--- src/rtl/eth_switch_pkg.sv ---
// Shared types for the TX dispatch path: FSM encoding, pointer-word field map,
// port count and the per-port readiness check.
package eth_switch_pkg;
  localparam int NPORT   = 4;
  localparam int ERR_BIT = 15;
  localparam int MAP_MSB = 14;
  localparam int MAP_LSB = 11;
  localparam int LEN_MSB = 10;

  typedef enum logic [2:0] {
    ST_IDLE, ST_RDPTR, ST_LATCH, ST_WAIT, ST_DATA, ST_PTRWR
  } state_t;

  // A frame may start only when no masked port has a full ptr FIFO or an almost-full data FIFO.
  function automatic logic ports_ready(input logic [NPORT-1:0] mask,
                                       input logic [NPORT-1:0] full,
                                       input logic [NPORT-1:0] afull);
    return ~|(mask & (full | afull));
  endfunction
endpackage

--- src/rtl/tx_dispatch_ctrl_if.sv ---
// Shared-FIFO read side and per-port TX FIFO write side of the dispatcher.
interface tx_dispatch_ctrl_if;
  import eth_switch_pkg::*;
  logic             ptr_sfifo_empty;
  logic             ptr_sfifo_rd;
  logic [15:0]      ptr_sfifo_dout;
  logic             sfifo_rd;
  logic [7:0]       sfifo_dout;
  logic [NPORT-1:0] tx_data_fifo_wr;
  logic [7:0]       tx_data_fifo_din;
  logic [NPORT-1:0] tx_data_fifo_afull;
  logic [NPORT-1:0] tx_ptr_fifo_wr;
  logic [15:0]      tx_ptr_fifo_din;
  logic [NPORT-1:0] tx_ptr_fifo_full;

  modport master (
    input  ptr_sfifo_empty, ptr_sfifo_dout, sfifo_dout, tx_data_fifo_afull, tx_ptr_fifo_full,
    output ptr_sfifo_rd, sfifo_rd, tx_data_fifo_wr, tx_data_fifo_din, tx_ptr_fifo_wr, tx_ptr_fifo_din
  );
  modport slave (
    output ptr_sfifo_empty, ptr_sfifo_dout, sfifo_dout, tx_data_fifo_afull, tx_ptr_fifo_full,
    input  ptr_sfifo_rd, sfifo_rd, tx_data_fifo_wr, tx_data_fifo_din, tx_ptr_fifo_wr, tx_ptr_fifo_din
  );
endinterface

--- src/rtl/tx_dispatch_stats.sv ---
// Delivered/dropped frame counters; instantiated only when TX_DISPATCH_STATS_EN is defined.
module tx_dispatch_stats (
  input  logic        clk,
  input  logic        rstn,
  input  logic        inc_frame,
  input  logic        inc_drop,
  output logic [15:0] frame_cnt,
  output logic [15:0] drop_cnt
);
  always_ff @(posedge clk or negedge rstn) begin
    if (!rstn) begin
      frame_cnt <= '0;
      drop_cnt  <= '0;
    end else begin
      if (inc_frame) frame_cnt <= frame_cnt + 16'd1;
      if (inc_drop)  drop_cnt  <= drop_cnt + 16'd1;
    end
  end
endmodule

--- src/rtl/tx_dispatch_ctrl.sv ---
// Moves one frame at a time from the shared data/pointer FIFOs to the masked TX ports.
// Optional: TX_DISPATCH_STATS_EN enables the frame/drop counters (tied to 0 otherwise).
module tx_dispatch_ctrl #(
  parameter int LEN_W = 11,
  parameter int NPORT = 4
) (
  input  logic                clk,
  input  logic                rstn,
  tx_dispatch_ctrl_if.master  bus,
  output logic                busy,
  output logic [15:0]         frame_cnt,
  output logic [15:0]         drop_cnt
);
  import eth_switch_pkg::*;

  state_t           state;
  logic [NPORT-1:0] mask;
  logic [LEN_W-1:0] len, rd_left;
  logic             ptr_rd, rd, wr_vld;
  logic [NPORT-1:0] data_wr, ptr_wr;
  logic [15:0]      ptr_din;

  logic             p_err;
  logic [NPORT-1:0] p_map, p_mask;
  logic [LEN_W-1:0] p_len;

  assign p_err  = bus.ptr_sfifo_dout[ERR_BIT];
  assign p_map  = bus.ptr_sfifo_dout[MAP_MSB:MAP_LSB];
  assign p_len  = LEN_W'(bus.ptr_sfifo_dout[LEN_MSB:0]);
  // Errored or unmapped frames are drained: read out with an all-zero write mask.
  assign p_mask = p_err ? '0 : p_map;

  always_ff @(posedge clk or negedge rstn) begin
    if (!rstn) begin
      state   <= ST_IDLE;
      mask    <= '0;
      len     <= '0;
      rd_left <= '0;
      ptr_rd  <= 1'b0;
      rd      <= 1'b0;
      wr_vld  <= 1'b0;
      data_wr <= '0;
      ptr_wr  <= '0;
      ptr_din <= '0;
    end else begin
      // Every byte read lands in the TX FIFOs exactly one cycle later.
      wr_vld  <= rd;
      data_wr <= rd ? mask : '0;
      case (state)
        ST_IDLE: if (!bus.ptr_sfifo_empty) begin
          ptr_rd <= 1'b1;
          state  <= ST_RDPTR;
        end
        ST_RDPTR: begin
          ptr_rd <= 1'b0;
          state  <= ST_LATCH;
        end
        ST_LATCH: begin
          mask    <= p_mask;
          len     <= p_len;
          rd_left <= p_len - LEN_W'(1);
          if (p_len == '0) state <= ST_IDLE;
          else if (ports_ready(p_mask, bus.tx_ptr_fifo_full, bus.tx_data_fifo_afull)) begin
            rd    <= 1'b1;
            state <= ST_DATA;
          end else state <= ST_WAIT;
        end
        ST_WAIT: if (ports_ready(mask, bus.tx_ptr_fifo_full, bus.tx_data_fifo_afull)) begin
          rd    <= 1'b1;
          state <= ST_DATA;
        end
        // Backpressure is not re-sampled here: afull leaves room for a full-size frame.
        ST_DATA: if (rd) begin
          if (rd_left == '0) rd <= 1'b0;
          else               rd_left <= rd_left - LEN_W'(1);
        end else begin
          ptr_wr  <= mask;
          ptr_din <= 16'(len);
          state   <= ST_PTRWR;
        end
        ST_PTRWR: begin
          ptr_wr  <= '0;
          ptr_din <= '0;
          state   <= ST_IDLE;
        end
        default: state <= ST_IDLE;
      endcase
    end
  end

  assign bus.ptr_sfifo_rd     = ptr_rd;
  assign bus.sfifo_rd         = rd;
  assign bus.tx_data_fifo_wr  = data_wr;
  assign bus.tx_data_fifo_din = wr_vld ? bus.sfifo_dout : '0;
  assign bus.tx_ptr_fifo_wr   = ptr_wr;
  assign bus.tx_ptr_fifo_din  = ptr_din;
  assign busy                 = (state != ST_IDLE);

`ifdef TX_DISPATCH_STATS_EN
  logic inc_frame, inc_drop;
  assign inc_frame = (state == ST_PTRWR) && (mask != '0);
  assign inc_drop  = ((state == ST_PTRWR) && (mask == '0)) ||
                     ((state == ST_LATCH) && (p_len == '0));

  tx_dispatch_stats u_stats (
    .clk       (clk),
    .rstn      (rstn),
    .inc_frame (inc_frame),
    .inc_drop  (inc_drop),
    .frame_cnt (frame_cnt),
    .drop_cnt  (drop_cnt)
  );
`else
  assign frame_cnt = '0;
  assign drop_cnt  = '0;
`endif
endmodule

--- src/flat_wrapper.sv ---
// flat-port wrapper written by rule: the top's interface ports become plain ports
module tx_dispatch_ctrl_flat import eth_switch_pkg::*;
#(
  parameter int LEN_W = 11,
  parameter int NPORT = 4
)
  (clk, rstn, busy, frame_cnt, drop_cnt, bus_ptr_sfifo_empty, bus_ptr_sfifo_dout, bus_sfifo_dout, bus_tx_data_fifo_afull, bus_tx_ptr_fifo_full, bus_ptr_sfifo_rd, bus_sfifo_rd, bus_tx_data_fifo_wr, bus_tx_data_fifo_din, bus_tx_ptr_fifo_wr, bus_tx_ptr_fifo_din);
  tx_dispatch_ctrl_if bus_i ();
  input  logic clk;
  input  logic rstn;
  output logic busy;
  output logic [15:0] frame_cnt;
  output logic [15:0] drop_cnt;
  input wire logic [$bits(bus_i.ptr_sfifo_empty)-1:0] bus_ptr_sfifo_empty;
  input wire logic [$bits(bus_i.ptr_sfifo_dout)-1:0] bus_ptr_sfifo_dout;
  input wire logic [$bits(bus_i.sfifo_dout)-1:0] bus_sfifo_dout;
  input wire logic [$bits(bus_i.tx_data_fifo_afull)-1:0] bus_tx_data_fifo_afull;
  input wire logic [$bits(bus_i.tx_ptr_fifo_full)-1:0] bus_tx_ptr_fifo_full;
  output wire logic [$bits(bus_i.ptr_sfifo_rd)-1:0] bus_ptr_sfifo_rd;
  output wire logic [$bits(bus_i.sfifo_rd)-1:0] bus_sfifo_rd;
  output wire logic [$bits(bus_i.tx_data_fifo_wr)-1:0] bus_tx_data_fifo_wr;
  output wire logic [$bits(bus_i.tx_data_fifo_din)-1:0] bus_tx_data_fifo_din;
  output wire logic [$bits(bus_i.tx_ptr_fifo_wr)-1:0] bus_tx_ptr_fifo_wr;
  output wire logic [$bits(bus_i.tx_ptr_fifo_din)-1:0] bus_tx_ptr_fifo_din;
  assign bus_i.ptr_sfifo_empty = bus_ptr_sfifo_empty;
  assign bus_i.ptr_sfifo_dout = bus_ptr_sfifo_dout;
  assign bus_i.sfifo_dout = bus_sfifo_dout;
  assign bus_i.tx_data_fifo_afull = bus_tx_data_fifo_afull;
  assign bus_i.tx_ptr_fifo_full = bus_tx_ptr_fifo_full;
  assign bus_ptr_sfifo_rd = bus_i.ptr_sfifo_rd;
  assign bus_sfifo_rd = bus_i.sfifo_rd;
  assign bus_tx_data_fifo_wr = bus_i.tx_data_fifo_wr;
  assign bus_tx_data_fifo_din = bus_i.tx_data_fifo_din;
  assign bus_tx_ptr_fifo_wr = bus_i.tx_ptr_fifo_wr;
  assign bus_tx_ptr_fifo_din = bus_i.tx_ptr_fifo_din;
  tx_dispatch_ctrl #(.LEN_W(LEN_W), .NPORT(NPORT)) u_core (.clk(clk), .rstn(rstn), .bus(bus_i), .busy(busy), .frame_cnt(frame_cnt), .drop_cnt(drop_cnt));
endmodule
--- config.mk ---
export PLATFORM = sky130hd
export DESIGN_NAME = tx_dispatch_ctrl_flat
export DESIGN_NICKNAME = d
export VERILOG_FILES = /design/src/rtl/eth_switch_pkg.sv /design/src/rtl/tx_dispatch_ctrl_if.sv /design/src/rtl/tx_dispatch_stats.sv /design/src/rtl/tx_dispatch_ctrl.sv /design/src/flat_wrapper.sv
export SDC_FILE = /design/constraint.sdc
export NUM_CORES = 1
export LEC_CHECK = 0
export BUFFER_PORTS_ARGS = -buffer_cell sky130_fd_sc_hd__buf_2
export CAP_MARGIN = 20
export CORE_MARGIN = 4
export CORE_UTILIZATION = 45
export DETAILED_ROUTE_END_ITERATION = 12
export PLACE_DENSITY = 0.76
export SLEW_MARGIN = 40
export SYNTH_ARGS = -nofsm -noshare
export SYNTH_HDL_FRONTEND = slang
export SYNTH_SLANG_ARGS = --single-unit
--- constraint.sdc ---
create_clock -name clk -period 3.5 [get_ports clk]
set_clock_uncertainty 0.2 [all_clocks]
set_input_delay 0.875 -clock clk [delete_from_list [all_inputs] [get_ports clk]]
set_output_delay 0.875 -clock clk [all_outputs]
set_load 0.02 [all_outputs]
# Yosys cells after proc, flatten, opt, wreduce, memory -nomap -nowiden
# Cells that the tools add are included.
word_totals:
  register_bits: 56
  latch_bits: 0
  mem_bits_rw: 0
  romBits: 0
  in_bits: 35
  output_inout_bits: 67
  wordCells: 66
  n_memories: 0
op_classes:
  add_sub_neg: 2
  n_mul: 0
  div: 0
  order_cmp: 0
  n_eq_ne: 12
  shift: 0
  mux: 24
  n_bitwise: 3
  n_reduce_logical: 15
op_table:
  columns: ["cell", "n"]
  rows:
  - ["16-bit one-hot mux with 2 select lines", 1]
  - ["11-bit zero test", 2]
  - ["11-bit two-way mux", 2]
  - ["11-bit one-hot mux with 2 select lines", 1]
  - ["11-bit by 1-bit subtractor with 11-bit output (second input constant)", 2]
  - ["16-bit two-way mux", 1]
  - ["3-bit two-way mux", 5]
  - ["3-bit one-hot mux with 5 select lines", 1]
  - ["4-bit two-way mux", 3]
  - ["2-bit != test (second input constant)", 6]
  - ["4-bit bitwise AND", 2]
  - ["8-bit two-way mux", 1]
  - ["4-bit one-hot mux with 2 select lines", 1]
  - ["4-bit OR reduction", 2]
  - ["3-bit by 2-bit == test with 1-bit output (second input constant)", 2]
  - ["3-bit == test (second input constant)", 2]
  - ["1-bit two-way mux", 6]
  - ["3-bit AND reduction", 2]
  - ["2-bit nonzero test", 3]
  - ["3-bit nonzero test", 2]
  - ["4-bit bitwise OR", 1]
  - ["2-bit AND reduction", 2]
  - ["4-bit AND reduction", 1]
  - ["3-bit by 1-bit == test with 1-bit output (second input constant)", 1]
  - ["other kinds (4)", 4]

# Longest topological paths before layout
# Gate-level depths: netlist (run 1).
logic_depth:
  ltp_word: 6
  ltp_mapped: 12
  ltp_nobuf: 8

# Least setup slack after synthesis (run 1)
# OpenSTA, ideal clock, no wires.
synth_timing:
  path_kind: "register to register"
  from: "register u_core.state[2]"
  to: "register u_core.rd_left[10]"
  setup_ns: 0.087
  t_arrival_ns: 3.026
  t_required_ns: 3.213
  setup_slack_ns: 0.187
  stages_incl_launch_ff: 13
  path_buffers: 4
  period_less_slack_ns: 3.313
  path_cell_list: "dfrtp_1 buf_2 or3b_1 buf_2 clkbuf_1 mux2i_1 ha_1 buf_4 or4b_4 or4b_4 o31ai_4 nor3_2 a211oi_2"
synth_via:
  elab_chain_len: 3
  word_cells_on_any_way: 7
  classes_between: "eq/ne (4); mux (1); reduce/logical (2)"
synth_lines:
  columns: ["element", "line", "source"]
  rows:
  - ["start, declared", "tx_dispatch_ctrl.sv:16", "state_t state;"]
  - ["start signal, assigned", "tx_dispatch_ctrl.sv:35", "state <= ST_IDLE;"]
  - ["start signal, assigned", "tx_dispatch_ctrl.sv:52", "state <= ST_RDPTR;"]
  - ["start signal, assigned", "tx_dispatch_ctrl.sv:56", "state <= ST_LATCH;"]
  - ["3-bit == test or 3-bit by 2-bit == test with 1-bit output (tied branches)", "tx_dispatch_ctrl.sv:49", "case (state)"]
  - ["2-bit by 1-bit != test with 1-bit output (no source line), or another cell as far along", null, null]
  - ["3-bit AND reduction (no source line)", null, null]
  - ["end signal, assigned", "tx_dispatch_ctrl.sv:61", "rd_left <= p_len - LEN_W'(1);"]
  - ["end signal, assigned", "tx_dispatch_ctrl.sv:75", "else rd_left <= rd_left - LEN_W'(1);"]
  - ["end, declared", "tx_dispatch_ctrl.sv:18", "logic [LEN_W-1:0] len, rd_left;"]
# Parallel ways exist; a longest one is shown, timed or not.
# A chain may end at the register's enable or synchronous reset.

# Final worst setup path (run 1)
layout_timing:
  from: "register u_core.state[0]"
  to: "register u_core.rd_left[10]"
# The elaborated chain is that of the path after synthesis.

==> impl_metrics.json, run 1 <==
{
  "status": "completed",
  "synth-seq-cells": 51,
  "fmax_mhz": 315,
  "grt_pass1_vias": 2201,
  "syn_area_um2": 2880,
  "cts_tree": "built",
  "wl_per_cell_um": 15.5,
  "die_w_um": 87.9,
  "final_util": 0.532,
  "synth_edf_count": 0,
  "clkSlewWorstSetupHoldPaths_ns": 0.10,
  "synth_ff_type": "dfrtp_1",
  "holdPathEnd": "u_core.len[3]",
  "grtUsageTotal": 0.180,
  "met1_usage": 0.249,
  "setup_viol": 0,
  "use_met3": 0.0386,
  "io_pins": 102,
  "reg2regPathDepth": 8,
  "grt_pass1_wl_um": 10900,
  "ys_types": 56,
  "startpoint_type": "register",
  "crit_required_ns": 3.53,
  "drc": 0,
  "dieArea_um2": 7730,
  "clk_latency_ns": 0.31,
  "hold_depth": 2,
  "r2r-end": "u_core.rd_left[10]",
  "fillers": 547,
  "vias_per_cell": 5.38,
  "grt_max_degree": 30,
  "cts_setup_buffers": 0,
  "peakVddDrop_mv": 0.373,
  "cts-root-buf": "clkbuf_8",
  "cts_made_buffers": 5,
  "synth_top_area_cell": "dfrtp_1",
  "post-dp-hpwl_um": 5200,
  "hold_violations": 0,
  "synthTopCellsByCount": "nand2_1 (58), dfrtp_1 (51), buf_4 (39)",
  "core_area_um2": 6060,
  "num_rows": 28,
  "cts_max_level": 2,
  "cts-resized-gates": 0,
  "postCtsHoldBufs": 0,
  "r2r_start": "u_core.state[0]",
  "power.density_nw_per_um2": 692,
  "regArea_um2": 1280,
  "multi_input_area_um2": 1380,
  "netlist_top_cells_area": "dfrtp_1 (44%), buf_4 (10%), nand2_1 (7.6%)",
  "rsz0062_at_grt": "no",
  "antenna_found_initial": 0,
  "slew_headroom": 0.526,
  "ant_nets": 0,
  "p_leak_nw": 1.62,
  "period_share": 0.906,
  "reg2reg_slack_ns": 0.33,
  "synthToLayoutAreaGrowth_pct": 12.2,
  "start_util": 0.474,
  "routed_wl_um": 6930,
  "die_y_um": 87.9,
  "yosysMostFrequentCell": "nand2_1",
  "synthArstFlopShare": 1.00,
  "drive_above_1_share": 0.236,
  "setup.worst_path.end_class": "register",
  "antenna_cells_inserted": 0,
  "drt-initial-drc-count": 154,
  "worstSetupPathType": "reg2reg",
  "fin_tns_setup_ns": 0,
  "path_max_fanout": 13,
  "power.total_mw": 2.23,
  "ys_warn_count": 0,
  "use_met2": 0.292,
  "fin_area_um2": 3230,
  "place_area_um2": 3110,
  "numPortBuffers": 64,
  "syn_inst": 313,
  "yosys.area.top_type_share": 0.444,
  "fin_crit_ns": 3.17,
  "critPathArrivalTime_ns": 3.20,
  "drt_pass1_iterations": 4,
  "hp-start": "u_core.len[3]",
  "avgSynthCellArea_um2": 9.19,
  "ys_seq_area_frac": 0.444,
  "clk_path_buf_depth": 2,
  "busiest_layer": "met2",
  "maxCapViolCount": 0,
  "timing.final.max_slew_violations": 0,
  "clock-sinks": 51,
  "grt-ovfl-total": 0,
  "worst_pin_slew_ns": 0.705,
  "gp_congestion": 0.935,
  "min_path_type": "reg2reg",
  "num_vias": 2411,
  "nNetsFinal": 408
}
## per-layer routing
metal	part of all wire	vias to the layer above
met2	0.47	122
met3	0.10	6
li1	-	1144
met4	0.0059	0
met5	0	-
met1	0.42	1139
## per-stage QoR
step	instances	setup WS (ns)	hold slack (ns)
after floorplan	349	0.187	0.246
final	448	0.328	0.285
after CTS	448	0.339	0.287
after global placement	440	0.496	0.258
after global routing	448	0.248	0.310
after detailed placement	440	0.351	0.263
## layout make-up
type	count	area share
multi-input combinational	242	0.426
sequential	51	0.396
timing repair buffer	68	0.109
tap	75	0.0291
clock buffer	5	0.0213
clock inverter	3	0.0144
inverter	4	0.00465
## worst max-delay path, stage by stage, from the launching register on
cell and delay, ns:
dfrtp_1 0.54, or3b_1 0.50, mux2i_1 0.24, ha_1 0.21, or4b_4 0.48, or4b_4 0.54, o31ai_4 0.09, nor3_2 0.07
a211oi_2 0.22
## registers in the layout, summed over array words and instances, names as in the netlist
signal	count
u_core.bus.ptr_sfifo_rd	1
u_core.bus.sfifo_rd	1
u_core.bus.tx_data_fifo_wr	4
u_core.bus.tx_ptr_fifo_din	11
u_core.bus.tx_ptr_fifo_wr	4
u_core.len	11
u_core.mask	4
u_core.rd_left	11
u_core.state	3
u_core.wr_vld	1
## placed cells by master (no fill, tap or decap), types with 2 or more instances in the layout
cell type	instances
nor2_1	15
or4b_4	2
xnor2_1	3
buf_4	4
o21ai_1	3
inv_1	4
nor4b_1	2
and2_1	12
o2111ai_1	2
or3_1	2
o21ai_0	16
dfrtp_1	51
nand3b_1	6
a22o_1	15
nand3_1	5
buf_2	64
nor4_1	5
clkbuf_8	5
nand2_1	58
conb_1	37
mux2i_1	2
nor3_1	11
a2bb2oi_1	2
a21oi_1	12
o22ai_1	2
## cell families after synthesis
kind of cell    count (synthesis)  share of synthesized area
buf+inv                        56                      0.128
simple gates                  132                      0.239
fa+ha+maj                       1                    0.00435
mux                             2                    0.00696
other cells                     1                    0.00130
compound gates                 66                      0.164
xor+xnor                        4                     0.0122
flops                          51                      0.444
## report_power, final
group	switching, mW	internal, mW
clock network	0.206	0.216
registers	0.190	0.775
logic	0.528	0.315
## how the worst max path moves through the flow
stage | startpoint | to | slack (ns)
after floorplan | u_core.state[2] | u_core.rd_left[10] | 0.19
after global placement | u_core.state[0] | u_core.rd_left[10] | 0.50
after detailed placement | u_core.state[0] | u_core.rd_left[10] | 0.35
after CTS | u_core.state[0] | u_core.rd_left[10] | 0.34
after global routing | u_core.state[0] | u_core.rd_left[10] | 0.25
final | u_core.state[0] | u_core.rd_left[10] | 0.33
(Power assumes the default switching activity.)
==> run 2: changes to the inputs <==
Settings changed: MAX_ROUTING_LAYER set to met4.
==> impl_metrics.json, run 2 (same netlist as run 1, synthesis figures left out) <==
{
  "die_w_um": 87.9,
  "power.density_nw_per_um2": 672,
  "status": "completed",
  "clkSlewWorstSetupHoldPaths_ns": 0.09,
  "rsz0062_at_grt": "no",
  "cts_max_level": 2,
  "drc": 0,
  "clk_latency_ns": 0.31,
  "worst_pin_slew_ns": 0.726,
  "crit_required_ns": 3.53,
  "regArea_um2": 1280,
  "drt_pass1_iterations": 4,
  "grt_pass1_wl_um": 10900,
  "critPathArrivalTime_ns": 3.14,
  "wl_per_cell_um": 15.6,
  "p_switching_mw": 0.918,
  "num_rows": 28,
  "timing.final.max_slew_violations": 0,
  "vias_per_cell": 5.29,
  "mostFrequentLayoutCells": "buf_2 (64), nand2_1 (58), dfrtp_1 (51), conb_1 (37), o21ai_0 (16)",
  "finalHoldWorstSlack_ns": 0.283,
  "cts_tree": "built",
  "cts-resized-gates": 0,
  "cpMostUsedCell": "or4b_4",
  "antenna_cells_inserted": 0,
  "routed_wl_um": 6980,
  "fin_tns_setup_ns": 0,
  "switching_share": 0.428,
  "setup_viol": 0,
  "path_max_fanout": 13,
  "grt_pass1_vias": 2162,
  "die_y_um": 87.9,
  "post-place-cells": 440,
  "drt-initial-drc-count": 157,
  "fin_cells": 447,
  "final_common_cell": "buf_2",
  "comb_power_share": 0.392,
  "dp_slack_ns": 0.404,
  "ant_nets": 0,
  "grtUsageTotal": 0.189,
  "peakVddDrop_mv": 0.337,
  "slew_headroom": 0.512,
  "nNetsFinal": 408,
  "post-dp-hpwl_um": 5220,
  "crit_chain": "or3b_1 -> mux2i_1 -> ha_1 -> or4b_4 -> or4b_4 -> o31ai_4 -> nor3_2 -> a211oi_2",
  "antenna_found_initial": 0,
  "fin_crit_ns": 3.11,
  "start_util": 0.474,
  "grt_max_degree": 30,
  "numPortBuffers": 64,
  "power.internal_mw": 1.23,
  "period_share": 0.888,
  "maxCapViolCount": 0,
  "power.total_mw": 2.15,
  "drive_above_1_share": 0.234,
  "crit_path_top_delay_cell": "dfrtp_1",
  "fmax_mhz": 322,
  "setup_ws_ns": 0.393,
  "cts_made_buffers": 5,
  "grt-ovfl-total": 0,
  "cp_slowest_stage_delay_ns": 0.54,
  "p_leak_nw": 1.61,
  "setup.worst_path.end_class": "register",
  "num_vias": 2365,
  "core_area_um2": 6060,
  "fillers": 585,
  "worstSetupPathType": "reg2reg",
  "hold_violations": 0,
  "min_path_type": "reg2reg",
  "cts_setup_buffers": 0,
  "pwr-share-seq": 0.453,
  "synthToLayoutAreaGrowth_pct": 11.1,
  "gp_congestion": 0.983,
  "dieArea_um2": 7730,
  "reg2reg_slack_ns": 0.39,
  "power_frac_clock": 0.155,
  "postCtsHoldBufs": 0,
  "startpoint_type": "register",
  "clock-sinks": 51,
  "cts-root-buf": "clkbuf_8",
  "clk_path_buf_depth": 2,
  "io_pins": 102,
  "multi_input_area_um2": 1380
}
-- run 2: changes by cell type in the layout (fill, tap and decap cells not counted) --
| cell | previous run | this run |
|---|---|---|
| clkinv_4 | 0 | 1 |
| inv_6 | 1 | 0 |
| bufinv_16 | 1 | 0 |
| clkinvlp_4 | 1 | 0 |
| clkinv_2 | 0 | 1 |
-- run 2: power groups by stage --
stage	combinational, mW	sequential, mW	clock [mW]
2_1_floorplan	0.669	0.931	0
3_3_place_gp	0.813	0.960	0
3_5_place_dp	0.840	0.978	0
4_1_cts	0.844	0.966	0.341
5_1_grt	0.943	1.01	0.375
6_report	0.841	0.973	0.332
-- run 2: worst max-delay path, delay by kind of cell (launching register included) --
| kind | cells | cell delay, ns |
|---|---|---|
| mux | 1 | 0.22 |
| compound gates | 2 | 0.27 |
| fa+ha+maj | 1 | 0.19 |
| simple gates | 4 | 1.60 |
| flops | 1 | 0.54 |
-- run 2: routing by layer --
layer  GRT usage  up-vias  wire length, um
met4      0.0669        0              139
met5           -        -                0
met1       0.262     1101             3010
li1            -     1137                -
met3      0.0348       12              655
met2       0.277      115             3170
-- run 2: through the flow --
stage          instance area, um^2   util
2_1_floorplan                 3010      -
3_3_place_gp                  3100  0.512
3_5_place_dp                  3110  0.513
4_1_cts                       3190  0.527
5_1_grt                       3190  0.527
6_report                      3190  0.527
-- run 2: area by class of cell --
class	count	area share
inverters	4	0.00470
flip-flops and latches	51	0.400
multi-input cells	242	0.431
well taps	75	0.0294
clock buffers	5	0.0216
clock inverters	2	0.00431
repair buffers	68	0.110
-- run 2: path summary, 6_finish.rpt --
check,endpoint,startpoint,cells after the start
max,u_core.rd_left[10],u_core.state[0],8
min in group asynchronous,u_core.bus.tx_ptr_fifo_din[10],rstn,1
min,u_core.len[3],u_core.len[3],2
min reg2reg,u_core.len[3],u_core.len[3],2
max in group asynchronous,u_core.rd_left[9],rstn,2
max reg2reg,u_core.rd_left[10],u_core.state[0],8
==> run 3: changes to the inputs <==
Settings changed: GPL_ROUTABILITY_DRIVEN set to 0, MAX_ROUTING_LAYER met4 to not set, PLACE_DENSITY 0.76 to not set, PLACE_DENSITY_LB_ADDON set to 0.2.
==> impl_metrics.json, run 3 (same netlist as run 1, synthesis figures left out) <==
{
  "status": "completed",
  "io_pins": 102,
  "cts_tree": "built",
  "p_leak_nw": 1.64,
  "startpoint_type": "register",
  "worstSetupPathType": "reg2reg",
  "fin_crit_ns": 3.09,
  "min_path_type": "reg2reg",
  "num_rows": 28,
  "path_max_fanout": 12,
  "final_common_cell": "buf_2",
  "r2r_start": "u_core.state[1]",
  "clk_latency_ns": 0.31,
  "post-dp-hpwl_um": 4990,
  "cts_setup_buffers": 0,
  "clk_path_buf_depth": 2,
  "final_util": 0.536,
  "antenna_cells_inserted": 0,
  "cts-resized-gates": 0,
  "drt_pass1_iterations": 4,
  "reg2regPathDepth": 8,
  "vias_per_cell": 5.26,
  "r2r-end": "u_core.rd_left[10]",
  "postCtsHoldBufs": 0,
  "grt_pass1_wl_um": 10400,
  "cts-root-buf": "clkbuf_8",
  "fin_tns_setup_ns": 0,
  "slew_headroom": 0.512,
  "die_w_um": 87.9,
  "hold_violations": 0,
  "crit_required_ns": 3.54,
  "cts_made_buffers": 5,
  "drive_above_1_share": 0.241,
  "clock-sinks": 51,
  "wl_per_cell_um": 14.8,
  "core_area_um2": 6060,
  "clkSlewWorstSetupHoldPaths_ns": 0.10,
  "crit_start": "u_core.state[1]",
  "grt-ovfl-total": 0,
  "ant_nets": 0,
  "fmax_mhz": 324,
  "grt_pass1_vias": 2043,
  "start_util": 0.474,
  "maxCapViolCount": 0,
  "cp-endpoint": "u_core.rd_left[10]",
  "routed_wl_um": 6700,
  "rsz0062_at_grt": "no",
  "setup_viol": 0,
  "num_vias": 2376,
  "setup.worst_path.end_class": "register",
  "drt-initial-drc-count": 154,
  "antenna_found_initial": 0,
  "worst_pin_slew_ns": 0.726,
  "nNetsFinal": 412,
  "fillers": 596,
  "die_y_um": 87.9,
  "timing.final.max_slew_violations": 0,
  "cts_max_level": 2,
  "critPathArrivalTime_ns": 3.13,
  "reg2reg_slack_ns": 0.41,
  "dieArea_um2": 7730,
  "grtUsageTotal": 0.173,
  "mostFrequentLayoutCells": "buf_2 (64), nand2_1 (58), dfrtp_1 (51), conb_1 (37), o21ai_0 (16)",
  "period_share": 0.883,
  "power.density_nw_per_um2": 686,
  "grt_max_degree": 28,
  "peakVddDrop_mv": 0.304,
  "numPortBuffers": 64,
  "synthToLayoutAreaGrowth_pct": 12.9,
  "drc": 0
}
run 3: cell types whose count changed in the layout (fill, tap and decap cells not counted), sizes merged:
cell	delta
inv	+1
clkinv	-2
bufinv	+1
clkinvlp	+1
buf	+4
run 3: worst min-delay path by stage:
stage                             start             to  depth (start not counted)
after CTS                 u_core.len[8]  u_core.len[8]                          2
final                     u_core.len[8]  u_core.len[8]                          2
after global placement    u_core.len[6]  u_core.len[6]                          2
after global routing      u_core.len[5]  u_core.len[5]                          2
after floorplan           u_core.len[0]  u_core.len[0]                          2
after detailed placement  u_core.len[8]  u_core.len[8]                          2
run 3: metal layers:
metal  share of wire  vias up  wire length, um  global-route usage
li1                -     1146                -                   -
met1            0.46     1136             3060               0.252
met2            0.46       90             3080               0.264
met3           0.078        4              521              0.0310
met4          0.0064        0               43              0.0502
met5               0        -                0                   0
run 3: layout make-up:
type	instances	area (um^2)	area share
clock inverter	3	46.3	0.0143
inverter	4	15.0	0.00463
multi-input combinational	242	1370	0.421
timing repair buffer	72	380	0.117
tap	75	93.8	0.0289
clock buffer	5	68.8	0.0212
sequential	51	1280	0.393
run 3: report_power, final:
part           switching [mW]  total, mW  internal, mW
sequential              0.168      0.944         0.776
clock                   0.208      0.424         0.216
combinational           0.534      0.860         0.325
run 3: critical path, cell delays in order (launching register included):
cell and delay, ns:
dfrtp_1 0.51, or3b_1 0.51, mux2i_1 0.22, ha_1 0.20, or4b_4 0.48, or4b_4 0.54
o31ai_4 0.08, nor3_2 0.06, a211oi_2 0.20
run 3: metrics by stage:
step	cells	area [um^2]	worst slack (ns)	hold slack [ns]	power (mW)
global route	452	3250	0.271	0.305	2.39
global placement	444	3130	0.509	0.259	1.80
finish	452	3250	0.410	0.286	2.23
CTS	452	3250	0.401	0.288	2.24
detailed placement	444	3130	0.416	0.263	1.82
floorplan	349	3010	0.187	0.246	1.60
